### config.mk
export PLATFORM = sky130hd
export DESIGN_NAME = pool_stream_engine_flat
export DESIGN_NICKNAME = d
export VERILOG_FILES = /design/src/rtl/pool_stream_engine_pkg.sv /design/src/rtl/pool_stream_engine_if.sv /design/src/rtl/pool_win_reduce.sv /design/src/rtl/pool_stream_engine.sv /design/src/flat_wrapper.sv
export SDC_FILE = /design/constraint.sdc
export NUM_CORES = 2
export LEC_CHECK = 0
export CAP_MARGIN = 5
export CORE_AREA = 2 2 427 429
export DETAILED_ROUTE_END_ITERATION = 8
export DIE_AREA = 0 0 429 431
export MAX_ROUTING_LAYER = met4
export PLACE_DENSITY = 0.53
export SYNTH_ARGS = -nofsm -noshare
export SYNTH_HDL_FRONTEND = slang
export SYNTH_SLANG_ARGS = --single-unit
### constraint.sdc
create_clock -name clk -period 5.9 [get_ports clk]
set_clock_uncertainty 0.1 [all_clocks]
set_input_delay 1.18 -clock clk [delete_from_list [all_inputs] [get_ports clk]]
set_output_delay 1.18 -clock clk [all_outputs]
set_load 0.01 [all_outputs]
### src/rtl/pool_stream_engine_pkg.sv
// Shared encodings and default geometry for the 2x2 pooling stream engine.
package pool_pkg;
  localparam int POOL_IMG_H = 6;
  localparam int POOL_IMG_W = 6;
  localparam int POOL_CH    = 3;
  localparam int POOL_DW    = 8;

  localparam logic POOL_MODE_MAX = 1'b0;
  localparam logic POOL_MODE_AVG = 1'b1;

  typedef enum logic [1:0] {
    ST_IDLE = 2'd0,
    ST_RUN  = 2'd1,
    ST_DONE = 2'd2
  } pool_state_e;
endpackage

### src/rtl/pool_stream_engine_if.sv
// Frame-level handshake bundle: one whole feature map in, one pooled map out.
interface pool_stream_engine_if
  import pool_pkg::*;
#(
  parameter int IMG_H = POOL_IMG_H,
  parameter int IMG_W = POOL_IMG_W,
  parameter int CH    = POOL_CH,
  parameter int DW    = POOL_DW
);
  localparam int FW = IMG_H*IMG_W*CH*DW;
  localparam int PW = (IMG_H/2)*(IMG_W/2)*CH*DW;

  logic          in_vld;
  logic          in_rdy;
  logic          mode;
  logic [FW-1:0] conv_lin;
  logic [PW-1:0] pool_lin;
  logic          out_vld;
  logic          out_rdy;
  logic          busy;

  modport slave  (input  in_vld, mode, conv_lin, out_rdy,
                  output in_rdy, pool_lin, out_vld, busy);
  modport master (output in_vld, mode, conv_lin, out_rdy,
                  input  in_rdy, pool_lin, out_vld, busy);
endinterface

### src/rtl/pool_win_reduce.sv
// Combinational 2x2 window reducer: max, or floor average when POOL_AVG_EN is defined.
module pool_win_reduce
  import pool_pkg::*;
#(
  parameter int DW = POOL_DW
)(
  input  logic [DW-1:0] a,
  input  logic [DW-1:0] b,
  input  logic [DW-1:0] c,
  input  logic [DW-1:0] d,
  input  logic          mode,
  output logic [DW-1:0] y
);
  logic [DW-1:0] m_ab, m_cd, mx;

  assign m_ab = (a > b) ? a : b;
  assign m_cd = (c > d) ? c : d;
  assign mx   = (m_ab > m_cd) ? m_ab : m_cd;

`ifdef POOL_AVG_EN
  // Two guard bits hold the four-term sum, so the shift never loses the carry.
  logic [DW+1:0] sum;
  assign sum = {2'b00, a} + {2'b00, b} + {2'b00, c} + {2'b00, d};
  assign y   = (mode == POOL_MODE_AVG) ? sum[DW+1:2] : mx;
`else
  logic unused_mode;
  assign unused_mode = mode;
  assign y = mx;
`endif
endmodule

### src/rtl/pool_stream_engine.sv
// Frame-in / frame-out 2x2 stride-2 pooling engine, one window per cycle across all channels.
// Average mode is built only when POOL_AVG_EN is defined.
module pool_stream_engine
  import pool_pkg::*;
#(
  parameter int IMG_H = POOL_IMG_H,
  parameter int IMG_W = POOL_IMG_W,
  parameter int CH    = POOL_CH,
  parameter int DW    = POOL_DW
)(
  input  logic               clk,
  input  logic               rst,
  pool_stream_engine_if.slave bus
);
  localparam int HO   = IMG_H/2;
  localparam int WO   = IMG_W/2;
  localparam int NPIX = IMG_H*IMG_W;
  localparam int NOUT = HO*WO;
  localparam int EW   = $clog2(NPIX);
  localparam int OW   = (NOUT > 1) ? $clog2(NOUT) : 1;
  localparam int RW   = (HO > 1) ? $clog2(HO) : 1;
  localparam int CW   = (WO > 1) ? $clog2(WO) : 1;

  pool_state_e                     state;
  logic [RW-1:0]                   wr;
  logic [CW-1:0]                   wc;
  logic                            mode_q;
  logic                            out_vld_q;
  logic [CH-1:0][NPIX-1:0][DW-1:0] frame_q;
  logic [CH-1:0][NOUT-1:0][DW-1:0] pool_q;
  logic [CH-1:0][DW-1:0]           win_a, win_b, win_c, win_d, win_y;
  logic [EW-1:0]                   idx_tl;
  logic [OW-1:0]                   idx_out;
  logic                            last_win;

  // Top-left element of the current window; the other three are fixed offsets.
  always_comb begin
    idx_tl  = EW'(2*int'(wr)*IMG_W + 2*int'(wc));
    idx_out = OW'(int'(wr)*WO + int'(wc));
    for (int k = 0; k < CH; k++) begin
      win_a[k] = frame_q[k][idx_tl];
      win_b[k] = frame_q[k][idx_tl + EW'(1)];
      win_c[k] = frame_q[k][idx_tl + EW'(IMG_W)];
      win_d[k] = frame_q[k][idx_tl + EW'(IMG_W+1)];
    end
  end

  assign last_win = (wr == RW'(HO-1)) && (wc == CW'(WO-1));

  pool_win_reduce #(.DW(DW)) u_red [CH-1:0] (
    .a(win_a), .b(win_b), .c(win_c), .d(win_d), .mode(mode_q), .y(win_y)
  );

  always_ff @(posedge clk) begin
    if (rst) begin
      state     <= ST_IDLE;
      wr        <= '0;
      wc        <= '0;
      mode_q    <= POOL_MODE_MAX;
      out_vld_q <= 1'b0;
      frame_q   <= '0;
      pool_q    <= '0;
    end else begin
      case (state)
        ST_IDLE: if (bus.in_vld) begin
          frame_q <= bus.conv_lin;
          mode_q  <= bus.mode;
          wr      <= '0;
          wc      <= '0;
          state   <= ST_RUN;
        end
        ST_RUN: begin
          for (int k = 0; k < CH; k++) pool_q[k][idx_out] <= win_y[k];
          if (last_win) begin
            wr        <= '0;
            wc        <= '0;
            state     <= ST_DONE;
            out_vld_q <= 1'b1;
          end else if (wc == CW'(WO-1)) begin
            wc <= '0;
            wr <= wr + RW'(1);
          end else begin
            wc <= wc + CW'(1);
          end
        end
        // Handshake returns to IDLE; the next accept is earliest one cycle later.
        ST_DONE: if (bus.out_rdy) begin
          state     <= ST_IDLE;
          out_vld_q <= 1'b0;
        end
        default: state <= ST_IDLE;
      endcase
    end
  end

  assign bus.in_rdy   = (state == ST_IDLE) && !rst;
  assign bus.out_vld  = out_vld_q;
  assign bus.busy     = (state != ST_IDLE);
  assign bus.pool_lin = pool_q;
endmodule

### src/flat_wrapper.sv
// flat-port wrapper written by rule: the top's interface ports become plain ports
module pool_stream_engine_flat import pool_pkg::*;
#(
  parameter int IMG_H = POOL_IMG_H,
  parameter int IMG_W = POOL_IMG_W,
  parameter int CH    = POOL_CH,
  parameter int DW    = POOL_DW
)
  (clk, rst, bus_in_vld, bus_mode, bus_conv_lin, bus_out_rdy, bus_in_rdy, bus_pool_lin, bus_out_vld, bus_busy);
  pool_stream_engine_if #(.IMG_H(IMG_H), .IMG_W(IMG_W), .CH(CH), .DW(DW)) bus_i ();
  input  logic clk;
  input  logic rst;
  input wire logic [$bits(bus_i.in_vld)-1:0] bus_in_vld;
  input wire logic [$bits(bus_i.mode)-1:0] bus_mode;
  input wire logic [$bits(bus_i.conv_lin)-1:0] bus_conv_lin;
  input wire logic [$bits(bus_i.out_rdy)-1:0] bus_out_rdy;
  output wire logic [$bits(bus_i.in_rdy)-1:0] bus_in_rdy;
  output wire logic [$bits(bus_i.pool_lin)-1:0] bus_pool_lin;
  output wire logic [$bits(bus_i.out_vld)-1:0] bus_out_vld;
  output wire logic [$bits(bus_i.busy)-1:0] bus_busy;
  assign bus_i.in_vld = bus_in_vld;
  assign bus_i.mode = bus_mode;
  assign bus_i.conv_lin = bus_conv_lin;
  assign bus_i.out_rdy = bus_out_rdy;
  assign bus_in_rdy = bus_i.in_rdy;
  assign bus_pool_lin = bus_i.pool_lin;
  assign bus_out_vld = bus_i.out_vld;
  assign bus_busy = bus_i.busy;
  pool_stream_engine #(.IMG_H(IMG_H), .IMG_W(IMG_W), .CH(CH), .DW(DW)) u_core (.clk(clk), .rst(rst), .bus(bus_i));
endmodule
==> results list <==
- Number of nets produced by synthesis: 7916
* Clock period minus worst slack: 6.41 ns
* Multi-input combinational cell area: between 0.03 and 0.04 mm2
- In this run the static leakage power is 31.4 nW.
- VDD sags by at most 0.000280 V.
- Entering global routing, the biggest net connects 191 pins.
- The die covers around 0.18 mm2.
* Post-Place Cell Area: between 0.07 and 0.08 mm2
- Async SR Flop Fraction: 0%
- Clk_lat worst skew: 0.82 ns
* Drt total wl: between 300000 and 400000 um
- Slew @ Worst Pin: approximately 1.3 ns
- Clk slew on worst S/H paths: roughly 0.07 ns
- Die width: 429 um
- Setup repair after global routing could not meet its margin everywhere.
- Dominant synthesized flop cell: sky130_fd_sc_hd__dfxtp_1
* Total routing usage reported by global routing: 34.2%
* Part of the Yosys area used for sequential elements: between 30% and 40%
- Once detail routing completed, the nets flagged for antenna violations numbered 0.
* Fraction of power consumed by the clock network: a little under a third
- Wire length of the first global-routing pass: 443000 um
- The total area inside the core boundary comes to 0.180 mm2.
* Max-slew headroom at the worst pin: 15.9%
- Worst hold-check slack: ~0.35 ns
- The number of global-route vias before repair came to 59500.
- Leaving out filler cells and counting taps, the final layout contains 11200.
* Type of the worst setup path: flop to flop
* Req. time, crit path: 6.43 ns
- Detailed placement finished with a half-perimeter wire length of 249000 um.
- Warnings from Yosys: 0
- Top Family by Delay on Critical Path: compound AO/OA/AOI/OAI gates
- Hold Path Class: flop to flop
- Net switching component of the power: approximately 9 mW
- Count of buffering cells on the critical path with inverters included: 14
* Via Count: roughly 62000
- Residual DRC count: 0
* Post-CTS Hold Fix Bufs: 0
- Post-route cell area: 0.0853 mm2
* Sequential cell area: 0.0218 mm2
- The area growth from synthesis to layout is 50.7%.
- Final setup slack of the worst path: -0.511 ns
* Total clock sinks: between 1000 and 1500
* Worst Setup Start Kind: flop
- The layout has 17900 filler cells.
- At the end of routability-driven placement, the weighted congestion stood at 1.01.
- Failing checks: negative setup slack
- Floorplan row count: between 150 and 200
- Gate Count Post-Synth: 6966
- Netlist cell types: 124
- Via/cell ratio: 5.56
- Port buffering added 1086 buffers.
- Initial core utilization: between 30% and 40%
- Largest incremental delay on the critical path: 0.40 ns
* Maximum fanout along the worst path: 8
* TritonCTS clock tree: built
- Ratio of cells with drive above 1 in the final layout: 22.9%
* Crit path capture type: flop
- Logic pwr share: 38.4%
- Buffers inserted during clock tree synthesis total 132.
- Remaining Overflow, GRT: 0
* Slew Viols, Final: 0
- For this run, the post-layout net count is about 9600.
- The synthesized netlist occupies a cell area of 0.0566 mm2.
- The first detailed-routing pass took 6 iterations.
* Master of the slowest instance on the critical path: sky130_fd_sc_hd__a211o_1
* Number of antenna violations at the first check in global routing: 35
- Number of enable flip-flop cells after synthesis: 0
- Internal power of the cells: 17.3 mW
- Number of design-rule violations left by the first detailed-router iteration: about 6300
- Most frequent CP cell: sky130_fd_sc_hd__buf_12
* Final hold violation count: 0
* Number of H-tree levels: 4
* Part of the cycle the worst path needs: 109%
- The clock passes through at most 3 buffers.
- CTS placed an instance of sky130_fd_sc_hd__clkbuf_16 at the clock tree root.
- I/O pins: 1088
* Overall die height: 431 um
- In the final routed layout, each cell accounts on average for 28.9 um.
- Upper clock frequency limit: roughly 160 MHz
* Number of register bits inferred by synthesis: 1087
- Max-cap violations in this run came to 0.
- Data arrives at the worst endpoint at 6.95 ns.
* Sequential share of power: around 31%
- The run finished, with violations left.
- Count of final setup violators: 216
- Avg Cell Area, Syn: about 8.1 um2
* Proportion of total power due to net switching: 34.6%
* Number of placed instances, taps included: 10700
- In this run the power density over the cells is 311 mW/mm2.
layout make-up:
cell class / instances / share of cell area, %
flip-flops and latches: 1087 / 25.5
clock inverters: 40 / 0.587
repair buffers: 2206 / 25.8
clock buffers: 192 / 4.46
multi-input cells: 5203 / 39.8
inverters: 57 / 0.270
well taps: 2370 / 3.48
diodes: 33 / 0.0968
path summary, 6_finish.rpt:
kind                       from  slack, ns  cells past startpoint                       to
max                u_core.wr[0]      -0.51                     34  u_core.bus.pool_lin[39]
min          u_core.frame_q[39]       0.35                      2       u_core.frame_q[39]
max reg2reg        u_core.wr[0]      -0.51                     34  u_core.bus.pool_lin[39]
min reg2reg  u_core.frame_q[39]       0.35                      2       u_core.frame_q[39]
cells in the final DEF, fill, tap and decap left out, types with 33 or more instances in the layout:
| master | n |
|---|---|
| sky130_fd_sc_hd__buf_6 | 73 |
| sky130_fd_sc_hd__buf_4 | 863 |
| sky130_fd_sc_hd__clkdlybuf4s50_1 | 1085 |
| sky130_fd_sc_hd__inv_1 | 47 |
| sky130_fd_sc_hd__o21ai_0 | 76 |
| sky130_fd_sc_hd__buf_12 | 142 |
| sky130_fd_sc_hd__nand3b_1 | 54 |
| sky130_fd_sc_hd__nand2_1 | 1900 |
| sky130_fd_sc_hd__nor2_1 | 325 |
| sky130_fd_sc_hd__nand3_1 | 38 |
| sky130_fd_sc_hd__clkbuf_16 | 139 |
| sky130_fd_sc_hd__a211oi_2 | 43 |
| sky130_fd_sc_hd__clkbuf_1 | 35 |
| sky130_fd_sc_hd__o22ai_1 | 53 |
| sky130_fd_sc_hd__a21oi_1 | 967 |
| sky130_fd_sc_hd__mux4_2 | 114 |
| sky130_fd_sc_hd__mux2_2 | 126 |
| sky130_fd_sc_hd__nor3_1 | 76 |
| sky130_fd_sc_hd__nor2b_1 | 35 |
| sky130_fd_sc_hd__a311oi_1 | 50 |
| sky130_fd_sc_hd__mux2i_1 | 230 |
| sky130_fd_sc_hd__dfxtp_1 | 1085 |
| sky130_fd_sc_hd__ha_1 | 56 |
| sky130_fd_sc_hd__a22oi_1 | 62 |
| sky130_fd_sc_hd__a211oi_1 | 100 |
| sky130_fd_sc_hd__diode_2 | 33 |
registers in the layout, summed over array words and instances, names as in the netlist:
name                 flops
u_core.bus.out_vld       1
u_core.bus.pool_lin    216
u_core.frame_q         864
u_core.state             2
u_core.wc                2
u_core.wr                2
cell usage after synthesis (all sizes together), types with 67 or more instances:
library cell	number	area [um2]
nand2	1920	7220
dfxtp	1087	21800
a21oi	995	5010
clkbuf	376	1410
nor2	354	1350
mux2i	246	2480
buf	243	1850
a211oi	149	1140
mux2	132	1490
o21ai	118	609
mux4	114	2570
nor3	88	455
ha	79	988
a22oi	72	564
a311oi	67	599
o22ai	67	425
power by group through the flow:
stage | clock network, mW | registers [mW] | logic, mW
global placement | 0 | 8.21 | 7.47
detailed placement | 0 | 8.23 | 7.48
floorplan | 0 | 8.08 | 3.30
global route | 8.68 | 8.11 | 10.6
finish | 8.26 | 8.08 | 10.2
CTS | 8.40 | 8.07 | 9.26
timing repair:
item / 4_1_cts / 5_1_grt
gates resized for setup: 351 / 232
endpoints found under the hold margin: 0 / 0
gates cloned: 14 / 7
setup buffers: 107 / 68
endpoints found under the setup margin: 216 / 216
pin swaps: 81 / 110
tightest hold or removal path, stage by stage, from the launching register on:
cell and delay (ns):
sky130_fd_sc_hd__dfxtp_1 0.30, sky130_fd_sc_hd__nand2_1 0.05, sky130_fd_sc_hd__a21oi_1 0.05
cells by family after synthesis:
group / Yosys count / share of synthesized area [%]
and+or+nand+nor: 2700 / 19.9
AOI/OAI and AO/OA: 1922 / 22.0
DFF: 1087 / 38.4
buffers and inverters: 676 / 6.14
muxes: 492 / 11.5
adders and majority gates: 81 / 1.82
xor gates and xnor gates: 8 / 0.170
per-layer routing:
| layer | vias to the layer above | track usage (%) | routed length [um] |
|---|---|---|---|
| li1 | 28200 | - | - |
| met1 | 30700 | 42.3 | 133000 |
| met4 | 0 | 15.5 | 16800 |
| met5 | - | - | 0 |
| met2 | 2622 | 55.1 | 152000 |
| met3 | 618 | 5.26 | 21100 |
metrics by stage:
stage	setup slack [ns]	util, %	setup TNS [ns]	power [mW]
detailed placement	-1.32	42.2	-196.85	15.7
global route	-0.659	47.3	-105.75	27.4
finish	-0.511	47.4	-79.25	26.5
global placement	-1.28	42.2	-189.64	15.7
CTS	-0.426	46.3	-59.90	25.7
floorplan	0.000305	-	0	11.4
Power figures use the tool's default switching activity.
